===== config.mk =====
export PLATFORM = sky130hd
export DESIGN_NAME = fetch_stream
export DESIGN_NICKNAME = d
export VERILOG_FILES = /design/src/rtl/fetch_pkg.sv /design/src/rtl/fetch_fifo.sv /design/src/rtl/fetch_stream.sv
export SDC_FILE = /design/constraint.sdc
export NUM_CORES = 1
export LEC_CHECK = 0
export ABC_AREA = 1
export CORE_MARGIN = 2
export CORE_UTILIZATION = 55
export CTS_CLUSTER_DIAMETER = 120
export CTS_CLUSTER_SIZE = 8
export DETAILED_ROUTE_END_ITERATION = 10
export PLACE_DENSITY = 0.87
export SYNTH_ARGS = -nofsm -noshare
export SYNTH_HDL_FRONTEND = slang
export SYNTH_SLANG_ARGS = --single-unit
export TNS_END_PERCENT = 100

===== constraint.sdc =====
create_clock -name clk -period 5 [get_ports clk]
set_input_delay 0.75 -clock clk [delete_from_list [all_inputs] [get_ports clk]]
set_output_delay 0.75 -clock clk [all_outputs]
set_load 0.05 [all_outputs]

===== src/rtl/fetch_pkg.sv =====
// Shared widths, buffer entry type and counter sizing for the fetch stream.
package fetch_pkg;

  localparam int FETCH_ADDR_W = 6;
  localparam int FETCH_DATA_W = 32;

  typedef struct packed {
    logic [FETCH_ADDR_W-1:0] addr;
    logic [FETCH_DATA_W-1:0] data;
  } fetch_entry_t;

  // Occupancy counters must be able to hold the value DEPTH itself.
  function automatic int cnt_width(input int depth);
    return $clog2(depth) + 1;
  endfunction

endpackage


===== src/rtl/fetch_fifo.sv =====
// Synchronous response buffer: push/pop/flush, occupancy count and a registered head.
module fetch_fifo
  import fetch_pkg::*;
#(
  parameter type entry_t = fetch_entry_t,
  parameter int  DEPTH   = 4,
  parameter int  CW      = cnt_width(DEPTH)
) (
  input  logic          clk,
  input  logic          rst,
  input  logic          flush,
  input  logic          push,
  input  entry_t        push_entry,
  input  logic          pop,
  output entry_t        head,
  output logic [CW-1:0] count
);

  localparam int PW = $clog2(DEPTH);

  entry_t        mem [DEPTH];
  logic [PW-1:0] rd_ptr;
  logic [PW-1:0] wr_ptr;

  always_ff @(posedge clk) begin
    if (rst || flush) begin
      rd_ptr <= '0;
      wr_ptr <= '0;
      count  <= '0;
    end else begin
      if (push) wr_ptr <= wr_ptr + 1'b1;
      if (pop)  rd_ptr <= rd_ptr + 1'b1;
      case ({push, pop})
        2'b10:   count <= count + 1'b1;
        2'b01:   count <= count - 1'b1;
        default: count <= count;
      endcase
    end
  end

  // Storage carries no reset; only the pointers and count define what is valid.
  always_ff @(posedge clk) begin
    if (push && !rst && !flush) mem[wr_ptr] <= push_entry;
  end

  always_ff @(posedge clk) begin
    if (!rst && !flush) assert (!(push && count == CW'(DEPTH)));
  end

  assign head = mem[rd_ptr];

endmodule


===== src/rtl/fetch_stream.sv =====
// Sequential word-fetch engine: credit-limited reads into a small FIFO,
// with redirect that flushes the buffer and squashes reads still in flight.
module fetch_stream
  import fetch_pkg::*;
#(
  parameter  int                    ADDR_WIDTH = FETCH_ADDR_W,
  parameter  int                    DATA_SIZE  = FETCH_DATA_W / 8,
  parameter  int                    FIFO_DEPTH = 4,
  parameter  logic [ADDR_WIDTH-1:0] RESET_ADDR = '0,
  localparam int                    DATA_WIDTH = DATA_SIZE * 8
) (
  input  logic                  clk,
  input  logic                  rst,
  input  logic                  fetch_en,
  input  logic                  redirect_valid,
  input  logic [ADDR_WIDTH-1:0] redirect_addr,
  output logic                  ram_rd_en,
  output logic [ADDR_WIDTH-1:0] ram_rd_addr,
  input  logic [DATA_WIDTH-1:0] ram_rd_data,
  input  logic                  ram_rd_valid,
  output logic                  out_valid,
  input  logic                  out_ready,
  output logic [DATA_WIDTH-1:0] out_data,
  output logic [ADDR_WIDTH-1:0] out_addr
);

  localparam int CW = cnt_width(FIFO_DEPTH);

  typedef struct packed {
    logic [ADDR_WIDTH-1:0] addr;
    logic [DATA_WIDTH-1:0] data;
  } entry_t;

  logic [ADDR_WIDTH-1:0] pc;
  logic [ADDR_WIDTH-1:0] resp_pc;
  logic [CW-1:0]         inflight;
  logic [CW-1:0]         drop_cnt;
  logic [CW-1:0]         count;
  logic [CW:0]           credit_used;
  logic                  push;
  logic                  pop;
  logic                  resp_drop;
  entry_t                push_entry;
  entry_t                head;

  // Reads in flight reserve a FIFO slot, so a landing response never finds it full.
  assign credit_used = {1'b0, inflight} + {1'b0, count};
  assign ram_rd_en   = fetch_en & ~redirect_valid & ~rst &
                       (credit_used < (CW+1)'(FIFO_DEPTH));
  assign ram_rd_addr = pc;

  assign resp_drop  = ram_rd_valid & (drop_cnt != '0);
  assign push       = ram_rd_valid & ~rst & ~redirect_valid & (drop_cnt == '0);
  assign pop        = out_valid & out_ready & ~redirect_valid;
  assign push_entry = '{addr: resp_pc, data: ram_rd_data};

  always_ff @(posedge clk) begin
    if (rst) begin
      pc       <= RESET_ADDR;
      resp_pc  <= RESET_ADDR;
      inflight <= '0;
      drop_cnt <= '0;
    end else if (redirect_valid) begin
      pc       <= redirect_addr;
      resp_pc  <= redirect_addr;
      drop_cnt <= drop_cnt + inflight - CW'(ram_rd_valid);
      inflight <= '0;
    end else begin
      if (ram_rd_en) pc       <= pc + 1'b1;
      if (push)      resp_pc  <= resp_pc + 1'b1;
      if (resp_drop) drop_cnt <= drop_cnt - 1'b1;
      inflight <= inflight + CW'(ram_rd_en) - CW'(push);
    end
  end

  always_ff @(posedge clk) begin
    if (!rst) assert ({1'b0, inflight} + {1'b0, drop_cnt} <= (CW+1)'(FIFO_DEPTH));
  end

  fetch_fifo #(
    .entry_t (entry_t),
    .DEPTH   (FIFO_DEPTH),
    .CW      (CW)
  ) u_fifo (
    .clk        (clk),
    .rst        (rst),
    .flush      (redirect_valid),
    .push       (push),
    .push_entry (push_entry),
    .pop        (pop),
    .head       (head),
    .count      (count)
  );

  assign out_valid = (count != '0);
  assign out_data  = head.data;
  assign out_addr  = head.addr;

endmodule


==> reports/metrics.yaml <==
outcome:
  status: "finished clean"
routing:
  vias: 4900
  drt.antenna.violating_nets: 0
  drt_iter0_drc: 504
  via_per_inst: 5.543
  drt-pass1-iter-count: 5
  drc: 0
  wl_mm: 15.26
  wire_per_inst_um: 17.26
timing:
  timing.fmax_ghz: 0.2441
  finalHoldViolations: 0
  skew_ps: 7.596
  slew_viol_final: 0
  rsz0062_at_grt: "false"
  fin_crit_ps: 4096
  setup_viol: 0
  relSlewSlack_pct: 21.59
  tightest_slew_ps: 1174
  tns_ps: 0
  fin_crit_sh_pct: 81.93
clock_tree:
  clk_latency_ps: 430
  cts_buffers: 17
  clock_sinks: 179
  hold_buffers: 0
  cts_tree: "yes"
  cts_resized: 0
  cts_setup_buffers: 0
  cts-root-buf: "clkbuf_16"
  cts.path.max_buffers: 2
  clk_pin_slew_ps: 60
  cts_htree_levels: 4
synth:
  yosysSeqAreaShare_pct: 70.08
  syn_avg_cell_area_um2: 12.04
  post_synth_num_cell_types: 32
  yosysWarnings: 0
  synth_area_um2: 7284
  syn-num-nets: 668
  synth_cells: 605
  ys_seq_elements: 179
critical_path:
  worstPathCellList: "buf_4, inv_1, o21ai_0, o22ai_1, clkdlybuf4s50_1"
  reg2reg_to: "inflight[2]$_SDFF_PP0_"
  cpPeakStageDelay_ps: 880
  cpMaxStageDelayCell: "inv_1"
  crit_family: "buffers and inverters"
  ff2ff_setup_slack_ps: 2500
  crit_path_start_kind: "flop"
  cp.depth: 5
  r2r-start: "drop_cnt[0]$_SDFFE_PP0P_"
  end_kind: "output port"
  rr_worst_depth: 12
  crit_required_ps: 4250
  crit_path_max_fanout: 39
  critPathArrivalTime_ps: 3350
  cp_num_buf_inv: 3
  critical_path_class: "flop to output port"
pwr:
  cellLeakagePower_nw: 3.144
  peakVddDrop_mv: 0.2587
  power_density_nw_per_um2: 357.4
  internal_power_mw: 2.480
  power_frac_comb_pct: 8.1
  switchingPower_mw: 0.7148
  clkPwrFrac_pct: 39.7
  seq_power_share_pct: 52.3
  swShare_pct: 22.38
layout:
  drive_gt1_share_pct: 8.051
  stdcell_count: 884
  antenna_cells: 0
  nNetsFinal: 758
  synthToLayoutAreaGrowth_pct: 22.69
global_route:
  grt_pass1_vias: 4987
  antenna_found_initial: 0
  grt_max_degree: 77
  grt_use_total_pct: 22.43
  grt_first_pass_wirelength_mm: 24.12
  overflow: 0
flow_run:
  max_cap_violations: 0
hold_path:
  hold_path_startpoint: "u_fifo.rd_ptr[1]$_SDFFE_PP0P_"
  hp-class: "flop to flop"
  hold-path-cell-count: 2
place:
  globalplace.congestion: 0.8971
  placed_cells: 852
  io_buffers: 89
  dpl.hpwl_mm: 9.356
die:
  rows: 42
  initial_utilization_pct: 55.67
  dieArea_um2: 14180
  die-height_um: 119.1
  io_pins: 90
  die_width_um: 119.1
  core_um2: 13090
kinds of logic (layout without fill, tap and decap cells):
| group | count (synthesis) | after routing | share of synthesized area, % |
|---|---|---|---|
| AO/OA/AOI/OAI | 148 | 148 | 10.89 |
| flip-flops | 179 | 179 | 70.08 |
| XOR/XNOR | 7 | 7 | 0.8417 |
| AND/OR/NAND/NOR | 183 | 183 | 10.72 |
| adder cells (fa/ha/maj) | 19 | 19 | 3.573 |
| buffers and inverters | 69 | 172 | 3.899 |
state kept, by name, indices dropped and copies added (netlist names), named ones only:
signal and flops:
inflight 3, u_fifo.wr_ptr 2, ram_rd_addr 6, u_fifo.mem 152
u_fifo.rd_ptr 2, resp_pc 6, u_fifo.count 3, drop_cnt 3
worst min-delay path: stages (launching register included):
cell and delay [ps]:
dfxtp_1 310, inv_1 50, a21oi_1 70
layout by cell type (no fill, tap or decap), types with 9 or more instances in the layout:
master,instances
o22ai_1,38
edfxtp_1,152
nand2_1,46
o21ai_0,87
buf_4,9
inv_1,37
ha_1,16
clkdlybuf4s50_1,89
a21oi_1,16
nor2_1,101
clkbuf_16,17
dfxtp_1,26
nand3_1,18
Yosys cell counts, drive strengths merged:
master / number / area [µm²]
nor3b: 1 / 18.77
nand2b: 2 / 12.51
buf: 7 / 47.54
ha: 16 / 200.2
fa: 3 / 60.06
xor2: 2 / 17.52
edfxtp: 152 / 4564
clkbuf: 20 / 76.32
clkinv: 1 / 3.750
nand2: 48 / 185.2
nor3: 2 / 10.01
dfxtp: 27 / 540.5
a21oi: 16 / 80.08
xnor2: 5 / 43.79
o22ai: 38 / 237.7
nor2: 109 / 437.9
o211ai: 1 / 7.510
or2: 1 / 6.260
nand3: 20 / 110.1
o21ai: 92 / 460.4
a211oi: 1 / 7.510
inv: 41 / 156.4
worst max-delay path by stage:
stage               slack, ps           start                    endpoint
floorplan                1640  redirect_valid  u_fifo.mem[0][0]$_DFFE_PP_
global placement         1450  redirect_valid                   ram_rd_en
detailed placement       1430             rst                   ram_rd_en
CTS                       900            flop                out_data[26]
global route              680            flop                out_data[26]
finish                    900            flop                out_data[26]
layer usage:
metal	global-route usage [%]	vias up	wire length [µm]
met4	9.003	0	274
met1	26.65	2343	5945
met5	0	-	0
met2	38.51	196	8003
met3	6.418	25	1033
li1	-	2336	-
through the flow:
step	cell area [µm²]	total power [mW]	worst slack (ps)	util, %	hold slack (ps)
after floorplan	7284	1.851	1645	-	432.9
after global placement	8371	1.948	1453	63.97	451.7
after detailed placement	8371	1.957	1434	63.97	468.4
after CTS	8937	3.215	897.1	68.30	483.3
after global routing	8937	3.292	682.8	68.30	506.8
final	8937	3.194	903.6	68.30	480.6
final cells by class:
cell class                      instances  area (µm²)
Fill cell                             862        4148
Clock buffer                           18       429.2
Clock inverter                         14       137.6
Multi-Input combinational cell        357        1926
Sequential cell                       179        5106
Inverter                               42       160.2
Tap cell                              176       220.2
Timing Repair Buffer                   98       958.4
power groups by stage:
stage               logic, mW  clock network, mW  registers, mW
floorplan               0.142                  0           1.71
global placement        0.249                  0           1.70
detailed placement      0.256                  0           1.70
CTS                     0.259               1.29           1.67
global route            0.279               1.34           1.67
finish                  0.258               1.27           1.67
No activity file was read; power rests on OpenSTA's default activity.
